File: src/rtl/mem_access.sv
// mem_access: memory-access (M) pipeline stage.
// Holds the EX/M register, drives the data-memory req/ready/rvalid handshake
// and stalls the pipeline while a load or store is outstanding.
// Optional feature: define MEM_TIMEOUT_EN to enable a REQ/WAIT watchdog that
// sets the sticky mem_error flag after TIMEOUT_CYCLES and releases the stall.
module mem_access #(
  parameter int unsigned XLEN           = 32,
  parameter int unsigned TIMEOUT_CYCLES = 1024
) (
  input  logic            clk,
  input  logic            rst,
  input  logic            flush_m,
  input  logic [XLEN-1:0] alu_result_e,
  input  logic [XLEN-1:0] pc_plus4_e,
  input  logic [XLEN-1:0] rd1_e,
  input  logic [XLEN-1:0] imm_ext_e,
  input  logic [XLEN-1:0] fpu_rd1_e,
  input  logic [XLEN-1:0] fpu_result_e,
  input  logic [XLEN-1:0] data_addr_e,
  input  logic [XLEN-1:0] write_data_e,
  input  logic [4:0]      rd_e,
  input  logic [2:0]      result_src_e,
  input  logic            reg_write_e,
  input  logic            fpu_reg_write_e,
  input  logic            mem_write_e,
  input  logic            mem_read_e,
  output logic [XLEN-1:0] alu_result_m,
  output logic [XLEN-1:0] pc_plus4_m,
  output logic [XLEN-1:0] rd1_m,
  output logic [XLEN-1:0] imm_ext_m,
  output logic [XLEN-1:0] fpu_rd1_m,
  output logic [XLEN-1:0] fpu_result_m,
  output logic [4:0]      rd_m,
  output logic [2:0]      result_src_m,
  output logic            reg_write_m,
  output logic            fpu_reg_write_m,
  output logic [XLEN-1:0] read_data_m,
  output logic            stall_m,
  output logic            dmem_req,
  output logic            dmem_we,
  output logic [XLEN-1:0] dmem_addr,
  output logic [XLEN-1:0] dmem_wdata,
  input  logic            dmem_ready,
  input  logic            dmem_rvalid,
  input  logic [XLEN-1:0] dmem_rdata,
  output logic            mem_error
);

  typedef enum logic [1:0] {S_IDLE, S_REQ, S_WAIT, S_DONE} state_e;

  state_e          state_q;
  logic [XLEN-1:0] data_addr_q;
  logic [XLEN-1:0] write_data_q;
  logic            mem_write_q;
  logic            mem_read_q;
  logic            done_q;
  logic            mem_op;
  logic            is_store;
  logic            capture;

  assign mem_op   = mem_read_q | mem_write_q;
  // Read and write both set is illegal and handled as a load.
  assign is_store = mem_write_q & ~mem_read_q;
  assign capture  = ~stall_m;

  // Request and stall are combinational so a ready store costs no stall cycle.
  always_comb begin
    dmem_req = 1'b0;
    stall_m  = 1'b0;
    unique case (state_q)
      S_IDLE: begin
        dmem_req = mem_op & ~done_q;
        stall_m  = mem_op & ~done_q & ~(dmem_ready & is_store);
      end
      S_REQ: begin
        dmem_req = 1'b1;
        stall_m  = 1'b1;
      end
      S_WAIT:  stall_m = 1'b1;
      S_DONE:  stall_m = 1'b0;
      default: stall_m = 1'b0;
    endcase
  end

  assign dmem_we    = dmem_req & is_store;
  assign dmem_addr  = data_addr_q;
  assign dmem_wdata = write_data_q;

  // EX/M register: capture when not stalled, bubble on flush.
  always_ff @(posedge clk or negedge rst) begin
    if (!rst) begin
      alu_result_m    <= '0;
      pc_plus4_m      <= '0;
      rd1_m           <= '0;
      imm_ext_m       <= '0;
      fpu_rd1_m       <= '0;
      fpu_result_m    <= '0;
      rd_m            <= '0;
      result_src_m    <= '0;
      reg_write_m     <= 1'b0;
      fpu_reg_write_m <= 1'b0;
      mem_write_q     <= 1'b0;
      mem_read_q      <= 1'b0;
      data_addr_q     <= '0;
      write_data_q    <= '0;
    end else if (capture) begin
      alu_result_m    <= alu_result_e;
      pc_plus4_m      <= pc_plus4_e;
      rd1_m           <= rd1_e;
      imm_ext_m       <= imm_ext_e;
      fpu_rd1_m       <= fpu_rd1_e;
      fpu_result_m    <= fpu_result_e;
      rd_m            <= rd_e;
      result_src_m    <= result_src_e;
      data_addr_q     <= data_addr_e;
      write_data_q    <= write_data_e;
      reg_write_m     <= reg_write_e & ~flush_m;
      fpu_reg_write_m <= fpu_reg_write_e & ~flush_m;
      mem_write_q     <= mem_write_e & ~flush_m;
      mem_read_q      <= mem_read_e & ~flush_m;
    end
  end

`ifdef MEM_TIMEOUT_EN
  localparam int unsigned CntW = $clog2(TIMEOUT_CYCLES + 1);
  logic [CntW-1:0] cnt_q;
  logic            mem_error_q;
  logic            timeout_hit;
  assign timeout_hit = (cnt_q == CntW'(TIMEOUT_CYCLES - 1));
  assign mem_error   = mem_error_q;
`else
  assign mem_error = 1'b0;
`endif

  // Handshake FSM, completion flag and load-data capture.
  always_ff @(posedge clk or negedge rst) begin
    if (!rst) begin
      state_q     <= S_IDLE;
      done_q      <= 1'b0;
      read_data_m <= '0;
`ifdef MEM_TIMEOUT_EN
      cnt_q       <= '0;
      mem_error_q <= 1'b0;
`endif
    end else begin
`ifdef MEM_TIMEOUT_EN
      if (state_q == S_REQ || state_q == S_WAIT) cnt_q <= cnt_q + 1'b1;
      else                                       cnt_q <= '0;
`endif
      unique case (state_q)
        S_IDLE: begin
          if (mem_op && !done_q) begin
            if (dmem_ready) begin
              if (is_store) done_q  <= 1'b1;
              else          state_q <= S_WAIT;
            end else begin
              state_q <= S_REQ;
            end
          end
        end
        S_REQ: begin
          if (dmem_ready) begin
            state_q <= is_store ? S_DONE : S_WAIT;
            if (is_store) done_q <= 1'b1;
          end
`ifdef MEM_TIMEOUT_EN
          else if (timeout_hit) begin
            state_q     <= S_DONE;
            done_q      <= 1'b1;
            mem_error_q <= 1'b1;
            if (!is_store) read_data_m <= XLEN'(32'hDEADBEEF);
          end
`endif
        end
        S_WAIT: begin
          if (dmem_rvalid) begin
            read_data_m <= dmem_rdata;
            state_q     <= S_DONE;
            done_q      <= 1'b1;
          end
`ifdef MEM_TIMEOUT_EN
          else if (timeout_hit) begin
            state_q     <= S_DONE;
            done_q      <= 1'b1;
            mem_error_q <= 1'b1;
            read_data_m <= XLEN'(32'hDEADBEEF);
          end
`endif
        end
        S_DONE:  state_q <= S_IDLE;
        default: state_q <= S_IDLE;
      endcase
      // A newly captured instruction always starts uncompleted; this overrides
      // the set above on the zero-stall store edge.
      if (capture) done_q <= 1'b0;
    end
  end

endmodule
File: config.mk
export PLATFORM = sky130hd
export DESIGN_NAME = mem_access
export DESIGN_NICKNAME = d
export VERILOG_FILES = /design/src/rtl/mem_access.sv
export SDC_FILE = /design/constraint.sdc
export NUM_CORES = 1
export LEC_CHECK = 0
export CELL_PAD_IN_SITES_DETAIL_PLACEMENT = 1
export CELL_PAD_IN_SITES_GLOBAL_PLACEMENT = 1
export CORE_AREA = 2 2 234 236
export DETAILED_ROUTE_END_ITERATION = 6
export DIE_AREA = 0 0 236 238
export PLACE_DENSITY = 0.61
export SLEW_MARGIN = 10
export SYNTH_ARGS = -nofsm -noshare
export SYNTH_HDL_FRONTEND = slang
export SYNTH_SLANG_ARGS = --single-unit
File: constraint.sdc
create_clock -name clk -period 2.3 [get_ports clk]
set_input_delay 0.69 -clock clk [delete_from_list [all_inputs] [get_ports clk]]
set_output_delay 0.69 -clock clk [all_outputs]
set_load 0.01 [all_outputs]
# After elaboration in Yosys (flattened, before gate mapping)
# Index checks and enable logic that the tools add are counted.
[word_totals] ff_bits=303 input_bits=305 out_inout_bits=302 wordCells=63
[op_classes] eq_ne=10 muxes=15 n_bitwise=14 n_reduce_logical=7
[ops] cell="$mux W2" count=5
[ops] cell="$and A1 B1 Y1" count=9
[ops] cell="$ne A3 B3 Y1 const B" count=3
[ops] cell="$pmux W2 S4" count=1
[ops] cell="$mux W1" count=6
[ops] cell="$ne A2 B2 Y1 const B" count=3
[ops] cell="$pmux W1 S3" count=2
[ops] cell="$eq A2 B2 Y1 const B" count=2
[ops] cell="$ne A4 B1 Y1 const B" count=1
[ops] cell="$not A1 Y1" count=4
[ops] cell="$reduce_and A4 Y1" count=1
[ops] cell="$reduce_and A3 Y1" count=1
[ops] cell="$eq A2 B1 Y1 const B" count=1
[ops] cell="$logic_not A2 Y1" count=1
[ops] cell="$pmux W1 S2" count=1
[ops] cell="$reduce_and A2 Y1" count=1
[ops] cell="$reduce_or A2 Y1" count=1
[ops] cell="$logic_and A1 B1 Y1" count=1
[ops] cell="$logic_not A1 Y1" count=1
[ops] cell="$or A1 B1 Y1" count=1

# Longest topological paths before layout
[depth] word_depth=8 ltp_mapped=7 mapped_depth_nobuf=6

# Worst setup path before layout
# OpenSTA, ideal clock, no wires.
[synth_path] path_type="input-to-output" start="input port dmem_ready" end="output port stall_m" arrival_ns=1.305 path_slack_ns=0.305 cell_stages=4 n_path_buf=1 path_cell_list="inv_2 > a21oi_1 > o21ai_2 > buf_2"
[synth_via] elab_chain_cells=4
[synth_rtl] element="from (decl)" line_no="43" text="input logic dmem_ready,"
[synth_rtl] element="$and A1 B1 Y1" line_no="73" text="stall_m = mem_op & ~done_q & ~(dmem_ready & is_store);"
[synth_rtl] element="$not A1 Y1" line_no="73"
[synth_rtl] element="$and A1 B1 Y1" line_no="73"
[synth_rtl] element="$pmux W1 S3" line_no="70" text="unique case (state_q)"
[synth_rtl] element="to (decl)" line_no="38" text="output logic stall_m,"
# Every way passes these cells.

# Final worst setup path
[layout_path] start="register state_q[1]" end="output port dmem_we"
[layout_via] elab_chain_cells=3
[layout_rtl] element="from (decl)" line_no="51" text="state_e state_q;"
[layout_rtl] element="from (signal assigned)" line_no="163" text="state_q <= is_store ? S_DONE : S_WAIT;"
[layout_rtl] element="$eq A2 B1 Y1 or $logic_not A2 Y1 (tied branches)" line_no="70"
[layout_rtl] element="$pmux W1 S2 *" line_no="70"
[layout_rtl] element="$and A1 B1 Y1 *" line_no="85" text="assign dmem_we = dmem_req & is_store;"
[layout_rtl] element="to (decl)" line_no="40" text="output logic dmem_we,"
# Every way passes the cells marked *; elsewhere a longest branch is shown, timed or not.

==> summary.md <==
| Metric | Value |
|---|---|
| Final Hold Viols | 0 |
| Final clock skew | 0.0278 ns |
| Smallest hold slack | 0.0880 ns |
| Mapped cell area | 11500 um2 |
| Die ar. | 56200 um2 |
| Final net count | 1631 |
| Pwr Total | 31.0 mW |
| Most common cell after layout, fill and taps aside | clkdlybuf4s50_1 |
| P&R area growth vs syn | 71.5% |
| Clock transition at path regs | 0.05 ns |
| IO buf count | 605 |
| CP top delay family | flip-flops |
| H-tree Lvls | 2 |
| CP max stage cell | dfrtp_1 |
| Max Clock Freq | 0.430 GHz |
| Final period util | 101% |
| CTS max path bufs | 3 |
| Violated checks | negative setup slack |
| Net Sw Power | 10.3 mW |
| Asr flop ratio synth | 100% |
| Mapped Cells | 673 |
| Crit path cell chain | inv_2 -> buf_6 -> ha_4 -> inv_4 -> o21ai_4 -> and2_4 -> buf_6 |
| Antenna violations before repair | 2 |
| Worst EP required | 1.61 ns |
| WL per Instance | 19.1 um |
| Root Buffer | clkbuf_16 |
| CP Launch Type | register |
| Run status | finished with violations |
| Worst Setup Path Type | reg -> out |
| First-pass GRT wire length | 59.1 mm |
| Pleak | 8.03 nW |
| Final max-slew violation count | 0 |
| Peak supply drop | 0.993 mV |
| Sequential share of power | 31.1% |
| Slack of the worst reg-to-reg path | 0.14 ns |
| Starting Density | 21.5% |
| Unique masters post-synth | 25 |
| Hold Path Class | in -> async |
| CP Capture Type | output pin |
| Overflow after GRT | 0 |
| RSZ-0062 raised after global routing | yes |
| CTS Hold Bufs | 0 |
| TritonCTS clock tree | built |
| Tmin final | 2.32 ns |
| Ys flop type | dfrtp_1 |
| Worst-path maximum fanout | 3 |
| Internal power | 20.7 mW |
| CTS Sinks | 303 |
| P per Cell Area | 1570 nW/um2 |
| Commonest non-fill, non-tap cells in the layout | clkdlybuf4s50_1 (600), dfrtp_1 (303), mux2_1 (200) |
| Vias in the first global route | 9279 |
| Finished Layout Cells | 2039 |
| Logic pwr share | 51.6% |
| CP peak stage delay | 0.38 ns |
| DIE WIDTH | 236 um |
| Gpl congestion | 0.775 |
| DP HPWL | 30.0 mm |
| Worst setup margin | -0.0248 ns |
| Dpl ws | -0.422 ns |
| Iteration-0 DRC Markers | 191 |
| Fill count | 5596 |
| Rel. slew slack | 64.9% |
| Max cap viols | 0 |
| Critical path's most frequent cell | buf_6 |
| Router iterations before antenna repair | 4 |
| Switching share of power | 33.3% |
| Total CTS buffers | 37 |
| Net Count, Synth | 982 |
| FP Rows | 85 |
| Post-Syn Area per Cell | 17.1 um2 |
| IO Count | 607 |
| CP Data Arrival Time | 1.63 ns |
| Largest net degree at the start of global routing | 86 |
| Routed vias | 8185 |
| Core Area | 53500 um2 |
| Ys Warns | 0 |
| Post-synth EDFFs | 0 |
| GRT Util Overall | 13.8% |
| Clock insertion delay at the later pin of the skew report | 0.54 ns |
| Register bit total from synthesis | 303 |
| Die height | 238 um |
| Register area share after synthesis | 65.9% |
| Endpoints failing setup | 2 |
| Layout cells sized above 1 | 15.6% |
| Worst-Margin Slew | 0.527 ns |
| Final wirelength | 38.9 mm |
| Via-to-Cell Ratio | 4.01 |
| Post-DRT Antenna Nets | 0 |
| # DRC | 0 |
| Buf/Inv on CP | 4 |
| Clk network pwr share | 17.4% |
| Post-placement cell count | 1973 |
## power by group through the flow
stage          Sequential [mW]  Combinational, mW  Clock (mW)
2_1_floorplan             10.8               6.89           0
3_3_place_gp              9.57               15.8           0
3_5_place_dp              9.73               16.0           0
4_1_cts                   9.68               16.3        5.65
5_1_grt                   10.0               17.2        5.86
6_report                  9.64               16.0        5.40
## Yosys cell counts (2+ instances only)
cell,count,area (um2)
a21oi_1,4,20.0
buf_1,3,11.3
buf_2,7,35.0
buf_6,22,248
dfrtp_1,303,7580
ha_1,4,50.1
inv_1,4,15.0
mux2_1,200,2250
mux2_2,102,1150
nand2_1,3,11.3
nand2b_1,2,12.5
nor2b_1,6,37.5
## through the flow
| step | TNS, ns | utilization, % | cell area [um2] |
|---|---|---|---|
| after floorplan | 0 | - | 11500 |
| after global placement | -77.10 | 34.6 | 18500 |
| after detailed placement | -79.14 | 34.6 | 18500 |
| after CTS | -0.179 | 36.8 | 19700 |
| after global routing | -0.279 | 36.9 | 19700 |
| final | -0.0301 | 36.9 | 19700 |
## area by class of cell
| type | count | area [um2] | share of cell area (%) |
|---|---|---|---|
| timing repair buffer | 643 | 6470 | 32.8 |
| clock inverter | 7 | 46.3 | 0.235 |
| tap | 696 | 871 | 4.41 |
| multi-input combinational | 332 | 3690 | 18.7 |
| antenna | 1 | 2.50 | 0.0127 |
| clock buffer | 52 | 1050 | 5.33 |
| sequential | 303 | 7580 | 38.4 |
| inverter | 5 | 21.3 | 0.108 |
## logic make-up (layout without fill, tap and decap cells)
| logic type | Yosys count | after routing | synth area share [%] |
|---|---|---|---|
| flip-flops | 303 | 303 | 65.9 |
| adder cells (fa/ha/maj) | 4 | 4 | 0.435 |
| buffers and inverters | 38 | 707 | 2.78 |
| other | 1 | 2 | 0.0326 |
| AND/OR/NAND/NOR | 15 | 15 | 0.729 |
| AO/OA/AOI/OAI | 10 | 10 | 0.555 |
| multiplexers | 302 | 302 | 29.6 |
## flip-flops by register name, summed over array words and instances, names as in the netlist
signal	count
result_src_m	3
alu_result_m	32
fpu_rd1_m	32
mem_write_q	1
read_data_m	32
rd_m	5
imm_ext_m	32
state_q	2
done_q	1
rd1_m	32
dmem_wdata	32
mem_read_q	1
dmem_addr	32
fpu_result_m	32
fpu_reg_write_m	1
reg_write_m	1
pc_plus4_m	32
## path summary, 6_finish.rpt
kind / to / start / cells past startpoint
setup / recovery: dmem_we / state_q[1] / 7
hold reg to reg: dmem_wdata[19] / dmem_wdata[19] / 1
max in group asynchronous: pc_plus4_m[14] / rst / 2
setup reg to reg: pc_plus4_m[14] / state_q[1] / 9
min in group clk: dmem_wdata[19] / dmem_wdata[19] / 1
hold / removal: alu_result_m[11] / rst / 1
## what timing repair did
action	in CTS	in global routing
pin swaps	3	1
endpoints found under the setup margin	44	21
buffers inserted	5	1
gates resized for setup	29	12
## per-layer routing
layer  global-route usage (%)  wire (um)
met1                     14.9      14200
met2                     24.7      20600
met3                     5.34       3340
met4                     4.09        851
met5                        0         10
No activity file was read; power rests on OpenSTA's default activity.
